==> src/rtl/imem_load_ctrl.sv <==
// Shares the instruction-memory port between a streaming program loader and the core fetch path.
// After reset the core is held stalled until an image is loaded or a bare run is requested.
module imem_load_ctrl #(
    parameter int unsigned DEPTH = 1024,
    parameter int unsigned AW    = 10
) (
    input  logic          clk,
    input  logic          rst,
    input  logic          load_start,
    input  logic          run_start,
    input  logic          ld_valid,
    input  logic [31:0]   ld_data,
    input  logic          ld_last,
    output logic          ld_ready,
    input  logic [31:0]   fetch_A,
    output logic [31:0]   fetch_RD,
    output logic          core_stall,
    output logic          fetch_misalign,
    output logic          mem_we,
    output logic [AW-1:0] mem_addr,
    output logic [31:0]   mem_wdata,
    input  logic [31:0]   mem_rdata,
    output logic          load_done,
    output logic [AW:0]   load_count,
    output logic          err_overflow
);

    localparam logic [1:0]  StIdle = 2'd0;
    localparam logic [1:0]  StLoad = 2'd1;
    localparam logic [1:0]  StRun  = 2'd2;
    localparam logic [31:0] Nop    = 32'h00000013;

    localparam logic [AW:0] LastAddr = (AW + 1)'(DEPTH - 1);
    localparam logic [AW:0] CountOne = (AW + 1)'(1);

    logic [1:0]  state_q, state_d;
    logic [AW:0] load_count_q, load_count_d;
    logic        err_overflow_q, err_overflow_d;
    logic        load_done_q, load_done_d;

    logic accept;
    logic in_run;
    logic out_of_range;

    assign in_run       = (state_q == StRun);
    assign ld_ready     = (state_q == StLoad);
    assign accept       = ld_valid && ld_ready;
    assign core_stall   = !in_run;
    assign out_of_range = ((fetch_A >> (AW + 2)) != 32'd0);

    assign load_done    = load_done_q;
    assign load_count   = load_count_q;
    assign err_overflow = err_overflow_q;

    always_comb begin
        mem_we         = accept;
        mem_wdata      = accept ? ld_data : 32'd0;
        mem_addr       = '0;
        fetch_RD       = Nop;
        fetch_misalign = 1'b0;
        case (state_q)
            StLoad: mem_addr = load_count_q[AW-1:0];
            StRun: begin
                mem_addr       = fetch_A[AW+1:2];
                fetch_misalign = (fetch_A[1:0] != 2'b00);
                if (!fetch_misalign && !out_of_range) begin
                    fetch_RD = mem_rdata;
                end
            end
            default: mem_addr = '0;
        endcase
    end

    always_comb begin
        state_d        = state_q;
        load_count_d   = load_count_q;
        err_overflow_d = err_overflow_q;
        load_done_d    = 1'b0;
        case (state_q)
            StIdle: begin
                if (load_start) begin
                    state_d        = StLoad;
                    load_count_d   = '0;
                    err_overflow_d = 1'b0;
                end else if (run_start) begin
                    state_d = StRun;
                end
            end
            StLoad: begin
                if (accept) begin
                    load_count_d = load_count_q + CountOne;
                    // The last memory slot ends the load even without ld_last.
                    if (ld_last || (load_count_q == LastAddr)) begin
                        state_d     = StRun;
                        load_done_d = 1'b1;
                    end
                    if (!ld_last && (load_count_q == LastAddr)) begin
                        err_overflow_d = 1'b1;
                    end
                end
            end
            StRun: begin
                if (load_start) begin
                    state_d        = StLoad;
                    load_count_d   = '0;
                    err_overflow_d = 1'b0;
                end
            end
            default: state_d = StIdle;
        endcase
    end

    always_ff @(posedge clk) begin
        if (!rst) begin
            state_q        <= StIdle;
            load_count_q   <= '0;
            err_overflow_q <= 1'b0;
            load_done_q    <= 1'b0;
        end else begin
            state_q        <= state_d;
            load_count_q   <= load_count_d;
            err_overflow_q <= err_overflow_d;
            load_done_q    <= load_done_d;
        end
    end

endmodule

==> config.mk <==
export PLATFORM = sky130hd
export DESIGN_NAME = imem_load_ctrl
export DESIGN_NICKNAME = d
export VERILOG_FILES = /design/src/rtl/imem_load_ctrl.sv
export SDC_FILE = /design/constraint.sdc
export NUM_CORES = 1
export LEC_CHECK = 0
export ABC_AREA = 1
export CORE_MARGIN = 3
export CORE_UTILIZATION = 29
export CTS_BUF_LIST = sky130_fd_sc_hd__clkbuf_4 sky130_fd_sc_hd__clkbuf_8
export DETAILED_ROUTE_END_ITERATION = 8
export PLACE_DENSITY = 0.88
export SLEW_MARGIN = 10
export SYNTH_ARGS = -nofsm -noshare
export SYNTH_HDL_FRONTEND = slang
export SYNTH_SLANG_ARGS = --single-unit
==> constraint.sdc <==
create_clock -name clk -period 2.4 [get_ports clk]
set_clock_uncertainty 0.1 [all_clocks]
set_input_delay 0.24 -clock clk [delete_from_list [all_inputs] [get_ports clk]]
set_output_delay 0.24 -clock clk [all_outputs]
set_load 0.005 [all_outputs]
; ---- Word-level counts from Yosys, hierarchy flattened
; Cells that the tools add are included.
; W data, S select, Z words.
[totals]
reg_bits = 15
in_bits = 102
[classes]
eq_ne = 9
n_reduce_logical = 17
n_addsub = 1
n_mux = 19
[op_table]
columns = op, count
row1 = $mux W32, 3
row2 = $reduce_bool A32 Y1, 1
row3 = $mux W11, 2
row4 = $pmux W11 S2, 1
row5 = $pmux W10 S2, 1
row6 = $add A11 B1 Y11 const B, 1
row7 = $eq A11 B10 Y1 const B, 1
row8 = $mux W2, 5
row9 = $ne A2 B1 Y1 const B, 4
row10 = $reduce_and A4 Y1, 2
row11 = $pmux W2 S3, 1
row12 = $reduce_and A3 Y1, 2
row13 = $mux W1, 5
row14 = $logic_not A1 Y1, 4
row15 = $reduce_bool A2 Y1, 2
row16 = $logic_and A1 B1 Y1, 3
row17 = $ne A3 B3 Y1 const B, 1
row18 = $eq A2 B1 Y1 const B, 1
row19 = $eq A2 B2 Y1 const B, 1
row20 = $logic_not A2 Y1, 1
row21 = $ne A2 B2 Y1 const B, 1
row22 = $pmux W1 S2, 1
row23 = $reduce_or A2 Y1, 1
row24 = $logic_or A1 B1 Y1, 1

; ---- Logic depth before layout (Yosys ltp)
[depth]
ltp_word = 5
mapped_depth = 11
mapped_depth_nobuf = 10

; ---- Worst setup path before layout
; OpenSTA, ideal clock, no wires.
[synth_path]
path_kind = register -> output
from = register state_q[0]
to = output port fetch_RD[4]
path_stages_with_launch = 10
slack_ns = 0.620
t_arrival_ns = 1.440
n_path_buf = 1
required_ns = 2.060
path_cell_list = dfxtp_1 -> inv_1 -> ha_1 -> inv_2 -> nor2_1 -> nand3_1 -> nor2_1 -> nand4_1 -> buf_2 -> or2_1
[synth_via]
elab_chain_cells = 2
[synth_lines]
columns = item, line_no
row1 = from (decl), 36  ; logic [1:0] state_q, state_d;
row2 = from (signal assigned), 115  ; state_q <= StIdle;
row3 = from (signal assigned), 120  ; state_q <= state_d;
row4 = $eq A2 B2 Y1, 61  ; case (state_q)
row5 = $mux W32, 61
row6 = to (decl), 16  ; output logic [31:0] fetch_RD,
; Every way passes these cells.

; ---- Worst setup path in the final report
[layout_path]
from = register state_q[0]
to = output port fetch_RD[0]
; Same word-level chain as after synthesis.

==> flow_metrics.env <==
export IMPL_syn_area_per_cell_um2=4.96
export IMPL_nNetsFinal=628
export IMPL_pwr_share_clk_pct=12.2
export IMPL_ctsRootBufferMaster="clkbuf_8"
export IMPL_ys_flop_type="dfxtp_1"
export IMPL_numPortBuffers=192
export IMPL_worst_path_buf_inv=6
export IMPL_gp_congestion=0.799
export IMPL_switching_share_pct=41.7
export IMPL_synthCells=318
export IMPL_worstSetupStartpointType="flop"
export IMPL_seq_power_share_pct=17.8
export IMPL_nFillCells=386
export IMPL_clock_latency_ps=250
export IMPL_fin_ws_ps=10.2
export IMPL_rows=26
export IMPL_async_flop_share_pct=0
export IMPL_fp_dieW_um=79.7
export IMPL_setup_viol=0
export IMPL_cp_arrival_ps=2050
export IMPL_dpl_cell_count=578
export IMPL_finalCritPeriodShare_pct=99.6
export IMPL_p_int_mw=1.05
export IMPL_crit_chain="inv_2 -> ha_4 -> inv_2 -> nor2_1 -> nand3_1 -> nor2_2 -> nand4_1 -> buf_6 -> buf_4 -> buf_6 -> or2_1 -> clkbuf_2"
export IMPL_worstMarginPinSlew_ps=310
export IMPL_layout_drive_gt1_share_pct=6.91
export IMPL_clk_path_buf_depth=2
export IMPL_grt_overflow=0
export IMPL_cp_slowest_stage_delay_ps=330
export IMPL_grt_setup_unrepaired="yes"
export IMPL_start_util_pct=30.5
export IMPL_via_per_inst=4.45
export IMPL_leakage_nw=2.23
export IMPL_yosysTopAreaCell="nor2_1"
export IMPL_drtPass1Iterations=5
export IMPL_grt_pass1_vias=2361
export IMPL_path_clk_slew_ps=70
export IMPL_diodes=0
export IMPL_critPathKind="reg2out"
export IMPL_critPathRequiredTime_ps=2060
export IMPL_antenna_found_initial=0
export IMPL_dp_hpwl_um=6100
export IMPL_grt_util_all_layers_pct=20.4
export IMPL_htreeDepth=1
export IMPL_wl_per_cell_um=13.6
export IMPL_cts_tree="yes"
export IMPL_dpl_cell_area_mm2=0.00360
export IMPL_final_area_mm2=0.00382
export IMPL_outcome="completed"
export IMPL_synth_edf_count=0
export IMPL_ys_ff_latch=15
export IMPL_finalMaxSlewViolations=0
export IMPL_synth_nets=424
export IMPL_synthesis_area_mm2=0.00158
export IMPL_synth_area_top_cells="nor2_1, inv_1, dfxtp_1"
export IMPL_peakVddDrop_mv=0.399
export IMPL_switching_power_mw=0.750
export IMPL_drc_errors=0
export IMPL_maxCapViolations=0
export IMPL_synthTopCellsByCount="nor2_1, inv_1, nand2_1"
export IMPL_yosys_warnings=0
export IMPL_die_area_mm2=0.00636
export IMPL_vias=2631
export IMPL_initialDrtViolationCount=108
export IMPL_relSlewSlack_pct=79.2
export IMPL_ys_seq_area_share_pct=19.0
export IMPL_netlist_area_leader_share_pct=21.0
export IMPL_final_cells=591
export IMPL_cts_sinks=15
export IMPL_crit_family="buffers and inverters"
export IMPL_ant_nets=0
export IMPL_die_y_um=79.7
export IMPL_grt_max_degree=22
export IMPL_pre_cts_slack_ps=7.62
export IMPL_wl_um=8020
export IMPL_synth_most_common_cell="nor2_1"
export IMPL_io_pins=193
export IMPL_syn2layout_area_growth_pct=142
export IMPL_fp_coreArea_mm2=0.00517
export IMPL_power_density_mw_per_mm2=470
export IMPL_cp_end_kind="primary output"
export IMPL_crit_slowest_cell="dfxtp_2"
export IMPL_comb_power_share_pct=70.0
export IMPL_grt_pass1_wl_um=10500
export IMPL_final_hold_violation_count=0
export IMPL_holdBufCountCts=0
export IMPL_worstPathMaxFanout=6
export IMPL_cts_made_buffers=3
export IMPL_fmax_mhz=418
export IMPL_synth_distinct_cells=24
export IMPL_finalCriticalPeriod_ps=2390
export IMPL_hold_path_class="reg2reg"
-- kinds of logic (layout without fill, tap and decap cells) --
family | count (synthesis) | after routing | share of synthesized area (%)
compound gates | 32 | 32 | 10.7
flops | 15 | 15 | 19.0
buf+inv | 99 | 302 | 23.8
fa+ha+maj | 4 | 4 | 3.17
simple gates | 168 | 168 | 43.3
-- path summary, 6_finish.rpt --
| kind | from | to | slack (ps) | depth (start not counted) |
|---|---|---|---|---|
| worst min-delay path | load_count[9] | load_count[9] | 400 | 2 |
| worst max-delay path | state_q[0] | fetch_RD[0] | 10 | 12 |
| worst max register to register | state_q[1] | load_count[4] | 450 | 9 |
| worst min register to register | load_count[9] | load_count[9] | 400 | 2 |
-- timing repair --
item	in CTS	in global routing
setup buffers	0	5
endpoints found under the setup margin	32	39
resized for setup	1	55
pin swaps	0	2
gates cloned	0	4
hold endpoints to repair	0	0
-- registers in the layout (all words and copies together), names as in the netlist --
register and cells:
state_q 2, err_overflow 1, load_count 11, load_done 1
-- worst min-delay path, cell delays in order, from the launching register on --
cell and delay [ps]:
dfxtp_1 330, inv_1 60, a21oi_1 60
-- per-stage QoR --
stage / setup TNS [ps] / hold WS (ps) / util, % / power (mW)
6_report: 0 / 398 / 73.9 / 1.80
5_1_grt: -546 / 419 / 73.9 / 1.94
4_1_cts: -3570 / 398 / 70.5 / 1.68
3_5_place_dp: 0 / 388 / 69.6 / 1.46
3_3_place_gp: 0 / 375 / 69.6 / 1.43
2_1_floorplan: 0 / 261 / - / 0.858
-- cell usage in the layout (no fill, tap or decap), drive strengths merged --
cell,Yosys,routed
dlymetal6s2s,0,28
o21bai,1,1
o22ai,1,1
nand2,55,55
a21oi,21,21
o21ai,7,7
inv,89,89
dfxtp,15,15
nor3,4,4
nor2,89,89
nor4,1,1
clkinvlp,0,2
clkdlybuf4s50,0,160
a211oi,2,2
ha,4,4
nand3,11,11
or2,3,3
clkbuf,6,7
buf,3,16
nand4,5,5
-- cell type report --
class                   instances  area, um2  area share, %
well taps                      70       87.6           2.29
multi-input cells             204        932           24.4
flip-flops and latches         15        303           7.92
repair buffers                207       2100           55.0
repair inverters                1       5.00          0.131
inverters                      90        342           8.94
clock buffers                   4       48.8           1.28
-- power by group through the flow --
stage	Combinational [mW]	Clock, mW	Sequential, mW
after floorplan	0.541	0	0.316
after global placement	1.12	0	0.312
after detailed placement	1.14	0	0.315
after CTS	1.15	0.220	0.310
after global routing	1.38	0.236	0.324
final	1.26	0.220	0.319
-- routing by layer --
metal	up-vias	share of wire [%]	GRT usage (%)	wire length, um
met1	1147	35	19.5	2790
met5	-	0	0	0
met4	0	1.3	4.39	101
met3	12	11	7.00	860
li1	1332	-	-	-
met2	140	53	41.1	4270
Power figures use the tool's default switching activity.
==> patch (same flow settings) <==
Set the parameter `AW` to 9 (it was 10).
--- a/src/rtl/imem_load_ctrl.sv
+++ b/src/rtl/imem_load_ctrl.sv
@@ -2,7 +2,7 @@
 // After reset the core is held stalled until an image is loaded or a bare run is requested.
 module imem_load_ctrl #(
     parameter int unsigned DEPTH = 1024,
-    parameter int unsigned AW    = 10
+    parameter int unsigned AW    = 9
 ) (
     input  logic          clk,
     input  logic          rst,
Ports: changed (resized load_count and mem_addr); port bits go from 193 to 191. No check against the original RTL was run, so the function may have changed too.
==> patch against the original RTL <==
  * Routed wire length down 5.9%
  * Sequential share of layout area down 0.092 points
  * Sequential cell count down 1
  * Synthesized area down 3.9%
  * Global-route usage up 3.2 points
  * Power down 7.2%
  * Final area down 6.4%
  * Setup slack better by 140 ps
  * Critical path type unchanged
==> patch: results (changes against the original RTL) <==
| Metric | Value |
|---|---|
| Status | `complete, no violations (unchanged)` |
| Post-DP HPWL | `6.32 mm (was 6.10 mm)` |
| Switching pwr | `0.669 mW (was 0.750 mW)` |
| Complex-gate fraction of the synthesized area | `9.74% (was 10.7%)` |
| NonClk Buf Share | `54.5% (was 55.0%)` |
| CP Max Fanout | `9 (was 6)` |
| Syn nets | `411 (was 424)` |
| Vias | `2501 (was 2631)` |
| Routability cong. | `0.820 (was 0.799)` |
| WP data arrival | `1910 ps (was 2050 ps)` |
| Final net count | `606 (was 628)` |
| DP Worst Slack | `-98.1 ps (was 7.62 ps)` |
| Seq area share | `7.83% (was 7.92%)` |
| Reg-to-Reg Start | `state_q[0] (was state_q[1])` |
| Die Area | `6130 um^2 (was 6360 um^2)` |
| Post-synthesis adder-cell area fraction | `3.30% (was 3.17%)` |
| Synth top cells by count | `nor2_1, inv_1, nand2_1, a21oi_1, dfxtp_1 (unchanged)` |
| Register area share after synthesis | `18.5% (was 19.0%)` |
| Slowest stage cell, crit path | `clkdlybuf4s50_1 (was dfxtp_2)` |
| Multi-input gates | `199 (was 204)` |
| Max VDD drop | `0.000337 V (was 0.000399 V)` |
| Cell Area, Placed | `3520 um^2 (was 3600 um^2)` |
| I/O Buffers | `190 (was 192)` |
| First-pass GRT wire length | `11.8 mm (was 10.5 mm)` |
| Clock network area share | `1.54% (was 1.28%)` |
| Finished Cell Area | `3580 um^2 (was 3820 um^2)` |
| Syn_area_per_cell | `4.97 um^2 (was 4.96 um^2)` |
| Crit-path max cell delay | `530 ps (was 330 ps)` |
| Max_slew headroom | `79.9% (was 79.2%)` |
| Bufs w/o clock | `199 (was 207)` |
| Total GRT Usage | `23.5% (was 20.4%)` |
| Synth cell types | `26 (was 24)` |
| Max FFs per register | `10 (was 11)` |
| Internal power | `0.998 mW (was 1.05 mW)` |
[patch: final timing paths]
check / endpoint / slack (ps)
worst max-delay path: mem_addr[0] / 150
worst min-delay path: state_q[1] / 380
worst max register to register: load_count[6] / 460
worst min register to register: state_q[1] / 380
[patch: per-layer routing]
layer	track usage [%]	up-vias	part of all wire, %
met5	0	-	0
met4	5.07	0	1.6
met3	4.82	12	7.9
met2	46.3	124	53
met1	25.5	1090	38
li1	-	1275	-
[patch: kinds of logic after synthesis]
family | after synthesis
AO/OA/AOI/OAI | 28
flip-flops | 14
adder cells (fa/ha/maj) | 4
AND/OR/NAND/NOR | 167
buffers and inverters | 92
[patch: worst reg2reg max path, delay by kind of cell (launching register included)]
| family | cells | cell delay, ps |
|---|---|---|
| AND/OR/NAND/NOR | 5 | 560 |
| adder cells (fa/ha/maj) | 1 | 180 |
| flip-flops | 1 | 340 |
| buffers and inverters | 3 | 470 |
| AO/OA/AOI/OAI | 1 | 170 |
